**src/rtl/regs_file_mp.sv**
```systemverilog
// regs_file_mp: multi-port integer register file with a per-register busy scoreboard.
// Latency: reads and busy flags are combinational; writes, reserves and flushes land on the next posedge.
// Backpressure: none. Every write, reserve and flush strobe is accepted in the cycle it is presented.
//
// Ports:
//   clk, rstN        : rising-edge clock, asynchronous active-low reset (clears array and scoreboard)
//   regsNum          : READ_PORTS packed read indices, port k at [k*ADDR_W +: ADDR_W]
//   regsReadData     : READ_PORTS packed read data, port k at [k*XLEN +: XLEN]
//   regsReadBusy     : per read port, register has a pending writeback
//   regsWriteEnable  : per write port strobe; regsWriteNum / regsWriteData packed like the reads
//   reserveEnable    : mark reserveNum busy (issued instruction with a destination)
//   flush            : clear every busy bit
module regs_file_mp #(
  parameter int XLEN        = 32,
  parameter int REG_COUNT   = 32,
  parameter int ADDR_W      = 5,
  parameter int READ_PORTS  = 2,
  parameter int WRITE_PORTS = 2,
  parameter int BYPASS      = 1,
  parameter int ZERO_REG    = 1
) (
  input  logic                         clk,
  input  logic                         rstN,
  input  logic [READ_PORTS*ADDR_W-1:0] regsNum,
  output logic [READ_PORTS*XLEN-1:0]   regsReadData,
  output logic [READ_PORTS-1:0]        regsReadBusy,
  input  logic [WRITE_PORTS-1:0]       regsWriteEnable,
  input  logic [WRITE_PORTS*ADDR_W-1:0] regsWriteNum,
  input  logic [WRITE_PORTS*XLEN-1:0]  regsWriteData,
  input  logic                         reserveEnable,
  input  logic [ADDR_W-1:0]            reserveNum,
  input  logic                         flush
);

  // Elaboration-time parameter sanity.
  if (REG_COUNT < 2 || REG_COUNT > 64 || (1 << ADDR_W) != REG_COUNT ||
      ADDR_W != $clog2(REG_COUNT)) begin : g_bad_addr
    $error("regs_file_mp: ADDR_W must equal log2(REG_COUNT), REG_COUNT a power of two in 2..64");
  end
  if (READ_PORTS < 1 || READ_PORTS > 4) begin : g_bad_rd
    $error("regs_file_mp: READ_PORTS must be in 1..4");
  end
  if (WRITE_PORTS < 1 || WRITE_PORTS > 3) begin : g_bad_wr
    $error("regs_file_mp: WRITE_PORTS must be in 1..3");
  end

  logic [XLEN-1:0]      regs_q [REG_COUNT];
  logic [REG_COUNT-1:0] busy_q;

  // Per-register write decode. Ports are scanned in ascending order so the
  // highest-index matching port leaves the final value. Register 0 is masked
  // here when hardwired, which also keeps its busy bit permanently clear.
  logic [REG_COUNT-1:0] wr_hit;
  logic [XLEN-1:0]      wr_val [REG_COUNT];
  logic [REG_COUNT-1:0] res_hit;

  always_comb begin
    for (int r = 0; r < REG_COUNT; r++) begin
      wr_hit[r]  = 1'b0;
      wr_val[r]  = '0;
      res_hit[r] = 1'b0;
      if (ZERO_REG == 0 || r != 0) begin
        for (int j = 0; j < WRITE_PORTS; j++) begin
          if (regsWriteEnable[j] && regsWriteNum[j*ADDR_W +: ADDR_W] == ADDR_W'(r)) begin
            wr_hit[r] = 1'b1;
            wr_val[r] = regsWriteData[j*XLEN +: XLEN];
          end
        end
        res_hit[r] = reserveEnable && (reserveNum == ADDR_W'(r));
      end
    end
  end

  // Register array.
  always_ff @(posedge clk or negedge rstN) begin
    if (!rstN) begin
      for (int r = 0; r < REG_COUNT; r++) begin
        regs_q[r] <= '0;
      end
    end else begin
      for (int r = 0; r < REG_COUNT; r++) begin
        if (wr_hit[r]) begin
          regs_q[r] <= wr_val[r];
        end
      end
    end
  end

  // Busy scoreboard: flush beats reserve, reserve beats a same-cycle
  // writeback because the newly issued producer supersedes the old one.
  always_ff @(posedge clk or negedge rstN) begin
    if (!rstN) begin
      busy_q <= '0;
    end else if (flush) begin
      busy_q <= '0;
    end else begin
      for (int r = 0; r < REG_COUNT; r++) begin
        if (res_hit[r]) begin
          busy_q[r] <= 1'b1;
        end else if (wr_hit[r]) begin
          busy_q[r] <= 1'b0;
        end
      end
    end
  end

  // Read ports.
  for (genvar k = 0; k < READ_PORTS; k++) begin : g_rd
    logic [ADDR_W-1:0] idx;
    logic [XLEN-1:0]   data;
    logic              busy;

    assign idx = regsNum[k*ADDR_W +: ADDR_W];

    always_comb begin
      data = regs_q[idx];
      busy = busy_q[idx];
      if (BYPASS != 0) begin
        // Forwarded data is valid now, so the pending writeback no longer
        // counts as a hazard for this reader.
        for (int j = 0; j < WRITE_PORTS; j++) begin
          if (regsWriteEnable[j] && regsWriteNum[j*ADDR_W +: ADDR_W] == idx) begin
            data = regsWriteData[j*XLEN +: XLEN];
            busy = 1'b0;
          end
        end
      end
      if (ZERO_REG != 0 && idx == '0) begin
        data = '0;
        busy = 1'b0;
      end
      // During reset the outputs reflect the cleared state, not the bypass.
      if (!rstN) begin
        data = '0;
        busy = 1'b0;
      end
    end

    assign regsReadData[k*XLEN +: XLEN] = data;
    assign regsReadBusy[k]              = busy;
  end

endmodule
```
**config.mk**
```make
export PLATFORM = sky130hd
export DESIGN_NAME = regs_file_mp
export DESIGN_NICKNAME = d
export VERILOG_FILES = /design/src/rtl/regs_file_mp.sv
export SDC_FILE = /design/constraint.sdc
export NUM_CORES = 2
export LEC_CHECK = 0
export BUFFER_PORTS_ARGS = -buffer_cell sky130_fd_sc_hd__buf_2
export CAP_MARGIN = 20
export CORE_MARGIN = 8
export CORE_UTILIZATION = 26
export CTS_CLUSTER_SIZE = 24
export DETAILED_ROUTE_END_ITERATION = 10
export GPL_TIMING_DRIVEN = 1
export PLACE_DENSITY_LB_ADDON = 0.3
export SYNTH_ARGS = -nofsm -noshare
export SYNTH_HDL_FRONTEND = slang
export SYNTH_SLANG_ARGS = --single-unit
```
**constraint.sdc**
```tcl
create_clock -name clk -period 3.28 [get_ports clk]
set_clock_uncertainty 0.2 [all_clocks]
set_input_delay 0.656 -clock clk [delete_from_list [all_inputs] [get_ports clk]]
set_output_delay 0.656 -clock clk [all_outputs]
set_load 0.05 [all_outputs]
```
# --- Word-level counts from Yosys, hierarchy flattened ---
# Cells that the tools add are included.
word_totals:
  in_bits: 95
  reg_bits: 1023
  elab_cells: 508
classes:
  n_eq_ne: 97
  bitwise: 2
  magnitude_cmp: 4
  n_reduce_logical: 130
  n_mux: 213
ops:
  columns: ["op", "n"]
  rows:
  - ["$mux W32", 75]
  - ["$bmux W32 S5", 2]
  - ["$eq A5 B5 Y1 const B", 48]
  - ["$mux W1", 134]
  - ["$eq A5 B4 Y1 const B", 24]
  - ["$logic_and A1 B1 Y1", 97]
  - ["$reduce_bool A3 Y1", 31]
  - ["$eq A5 B3 Y1 const B", 12]
  - ["$eq A5 B2 Y1 const B", 6]
  - ["$eq A5 B5 Y1", 4]
  - ["$eq A5 B1 Y1 const B", 3]
  - ["$ge A6 B6 Y1 const B", 2]
  - ["$lt A5 B6 Y1 const B", 2]
  - ["$not A5 Y6", 2]
  - ["$bmux W1 S5", 2]
  - ["$logic_not A5 Y1", 2]

# --- Longest topological paths before layout ---
depth:
  ltp_word: 8
  depth_mapped: 11
  depth_no_buf: 6

# --- Worst setup path after synthesis ---
# OpenSTA, ideal clock, no wires.
synth_path:
  path_type: "input to output"
  startpoint: "in regsNum[1]"
  endpoint: "out regsReadData[27]"
  path_stages: 10
  t_arrival_ns: 3.301
  path_slack_ns: -0.877
  cell_sequence: "buf_2 -> buf_4 -> buf_4 -> buf_4 -> buf_2 -> buf_2 -> nor2_1 -> nor2_1 -> o22ai_1 -> o32ai_1"
synth_between:
  elab_chain_len: 8
  word_cells_on_any_way: 13
  cone_classes: "eq/ne (2); mux (7); bitwise (1); reduce/logical (3)"
synth_lines:
  columns: ["element", "line", "text"]
  rows:
  - ["from (decl)", "24", "input logic [READ_PORTS*ADDR_W-1:0] regsNum,"]
  - ["$not A5 Y6 (implied by the code)", "116", "data = regs_q[idx];"]
  - ["$bmux W32 S5", "116", null]
  - ["$mux W32 (implied by the code) (2 in a row)", "116", null]
  - ["$mux W32 (2 in a row)", "122", "if (regsWriteEnable[j] && regsWriteNum[j*ADDR_W +: ADDR_W] == idx) begin"]
  - ["$mux W32 *", "128", "if (ZERO_REG != 0 && idx == '0) begin"]
  - ["$mux W32 *", "133", "if (!rstN) begin"]
  - ["to (decl)", "25", "output logic [READ_PORTS*XLEN-1:0] regsReadData,"]
# Mark *: on every way between the ends. The rest lies on a longest branch, timed or not. The select of a mux whose other input is x is not followed.

# --- Worst setup path after layout ---
layout_path:
  startpoint: "in regsNum[6]"
  endpoint: "out regsReadData[47]"
# The elaborated chain is that of the path after synthesis.

==> run metrics <==
status=finished, violations left; failing checks=setup timing; Hold Path Depth=3; worst skew pair latency=780 ps; Startpoint Class=input pin; Tot Pwr=around 47 mW; Die Footprint=0.269 mm2; synth unique cells=63; root buffer cell=clkbuf_16; critical path peak fanout=18; clock buffer depth=3; Total Wirelength=364000 um; Final Hold Fails=0; Final WS setup=-441 ps; vias in the first global route=about 60000; crit path DAT=2870 ps; top cells by area, synth=dfrtp_1 39%, mux2i_1 19%, mux4_2 12%; overall via count from detail_route=62100; largest net degree at the start of global routing=148; Syn Inst Count=between 6000 and 7000; P&R area growth vs syn=33.2%; Remaining Overflow, GRT=0; sequential area share after synthesis=38.9%; CP delay by family, top=buffers and inverters; fillers=25000; PD cells=532 mW/mm2; Detailed Route Iter0 Violations=9348; initial antenna violation count=25; max-cap violation count=0; hold crit path type=in2reg; multi-input logic area=0.0402 mm2; Slew HR=30.0%; Hold Path End=regs_q[224]; hpwl dp=between 200000 and 250000 um; I/O Pins=161; final instance area=slightly below 0.09 mm2; Slew Limit Fails=0; via/cell ratio=around 6; FMAX=0.269 GHz; FF+latch count, synth=between 1000 and 1500; crit path buf inv count=4; Final Cycle Share=113%; CTS tree=yes; post-DR wirelength/cell=34.6 um; P_leak=36.9 nW; Routed Antenna Nets=0; global router's overall resource usage=25.6%; layout cells sized above 1=31.0%; slew at the pin with the worst max-slew slack=1050 ps; Syn. warnings=0; ys async rst share=100%; FF-to-FF path depth=3; crit path time final=3720 ps; Yosys top cell area share=about two fifths; Worst VDD drop=499 uV; Placer Congestion=0.958; Yosys top cell by area=dfrtp_1; global-route wire length before repair=493000 um; slowest stage cell, crit path=or4_4; RSZ-0062 raised after global routing=true; CTS Buf Count=~120; drt first pass iters=6; Post-Syn Area per Cell=approximately 10 um2; Post-synth EDFFs=0; Die Span Y=between 500 and 600 um; Critical Path End Type=output port; CP Cell Sequence=buf_16, buf_16, buf_12, mux4_2, nor2_1, o31ai_2, a21oi_1, or4_4, o21ai_4, buf_12; reg-to-reg endpoint=regs_q[327]; core box area=0.251 mm2; Setup Viol. Count Final=66; nets@finish=7169; Die Span X=a little over 500 um; Place WS=-976 ps; reg-to-reg slack, setup=2170 ps; Worst Path Class, Setup=in2out; initial core utilization=about a quarter; Critical Path RT=2420 ps; reg-to-reg startpoint=regs_q[327]; Clock Pin Slew Worst Setup and Hold Paths=70 ps; hold_sp=regsWriteData[32]; clk sink count=1023; Synthesized Nets=6718; Register Area=0.0256 mm2; IO Port Bufs=160; DRC=0; H-tree Lvls=3; mapped cell area=roughly 0.066 mm2; top_reg_cell synth=dfrtp_1; CP max stage delay=580 ps; placed instance area=between 0.07 and 0.08 mm2; Core Rows=184
-- power breakdown --
| group | leakage, nW | internal, mW | switching, mW |
|---|---|---|---|
| logic | 22.5 | 7.13 | 7.13 |
| clock network | 1.86 | 7.59 | 6.02 |
| registers | 12.5 | 15.9 | 2.86 |
| total | 36.9 | 30.6 | 16.0 |
-- cell type report --
cell class / instances / area share [%]
antenna: 11 / 0.0314
clock buffer: 177 / 3.88
clock inverter: 35 / 0.458
inverter: 8 / 0.0343
multi-input combinational: 4767 / 45.9
sequential: 1023 / 29.2
tap: 3348 / 4.78
timing repair buffer: 1159 / 15.7
-- synth_stat cells, drive strengths merged (6+ instances only) --
library cell     n
mux2i         1243
dfrtp         1023
nor2           677
nand2          601
a21oi          596
o21ai          548
clkbuf         522
mux4           341
buf            303
a22oi          134
o22ai           86
a221oi          85
mux2            80
nor3            29
nand3           28
a211oi          27
and3            26
nor2b           25
nand3b          20
o32ai           20
a22o            18
and2            17
nand2b          17
a32oi           15
xor2            12
nand4           11
nor4             9
o31a             8
or4              8
xnor2            8
a221o            7
a32o             7
o221ai           7
or3              7
inv              6
o211ai           6
o2bb2ai          6
or2              6
-- cells by family after synthesis --
logic type	after synthesis	synth area share (%)
muxes	1664	32.0
buffers and inverters	833	5.52
DFF	1023	38.9
xor gates and xnor gates	20	0.266
and+or+nand+nor	1481	9.19
AOI/OAI and AO/OA	1602	14.2
-- per-stage QoR --
stage	hold WS [ps]	TNS (ps)	cells	util [%]
floorplan	160	-249	6623	-
global placement	324	-46870	10100	30.9
detailed placement	346	-46700	10100	30.9
CTS	1.60	-21090	10400	34.1
global route	45.9	-21580	10500	34.8
finish	62.0	-20770	10500	34.8
-- sequential cells by signal (all words and copies together) (netlist names) --
register / count
busy_q: 31
regs_q: 992
-- worst max path at each step --
stage / start / end / slack [ps] / cells past startpoint
final: regsNum[6] / regsReadData[47] / -440 / 10
after CTS: regsNum[1] / regsReadData[31] / -460 / 11
after detailed placement: regsNum[3] / regsReadData[30] / -980 / 10
after global routing: regsNum[1] / regsReadData[23] / -460 / 12
after global placement: regsNum[3] / regsReadData[30] / -990 / 10
after floorplan: regsNum[5] / regsReadData[50] / -50 / 10
-- per-layer routing --
layer,up-vias,global-route usage (%),wire length [um]
li1,25100,-,-
met1,31500,32.2,138000
met2,4306,38.5,157000
met3,1162,8.11,41900
met4,18,15.3,26200
met5,-,0,384
-- cells in the final DEF, fill, tap and decap left out, types with 43 or more instances in the layout --
master / count
clkbuf_16: 124
a21oi_1: 575
mux2_2: 71
buf_2: 77
buf_6: 106
nor2_1: 629
a22oi_2: 51
buf_12: 278
a22oi_1: 83
dfrtp_1: 1023
nand2_1: 570
a221oi_2: 43
o21ai_0: 486
mux4_2: 341
buf_4: 605
mux2i_1: 1229
-- worst reg2reg max path, delay by kind of cell (launching register included) --
| family | cells | cell delay [ps] |
|---|---|---|
| DFF | 1 | 400 |
| buffers and inverters | 1 | 150 |
| muxes | 1 | 130 |
| AOI/OAI and AO/OA | 1 | 90 |
-- repair_timing --
action / in CTS / in global routing
setup endpoints to repair: 66 / 66
gates cloned: 26 / 8
buffers inserted: 134 / 73
endpoints found under the hold margin: 86 / 0
pin swaps: 110 / 138
hold buffers: 6 / 0
gates resized for setup: 519 / 251
Note: power is estimated with default switching activity, not from simulation.
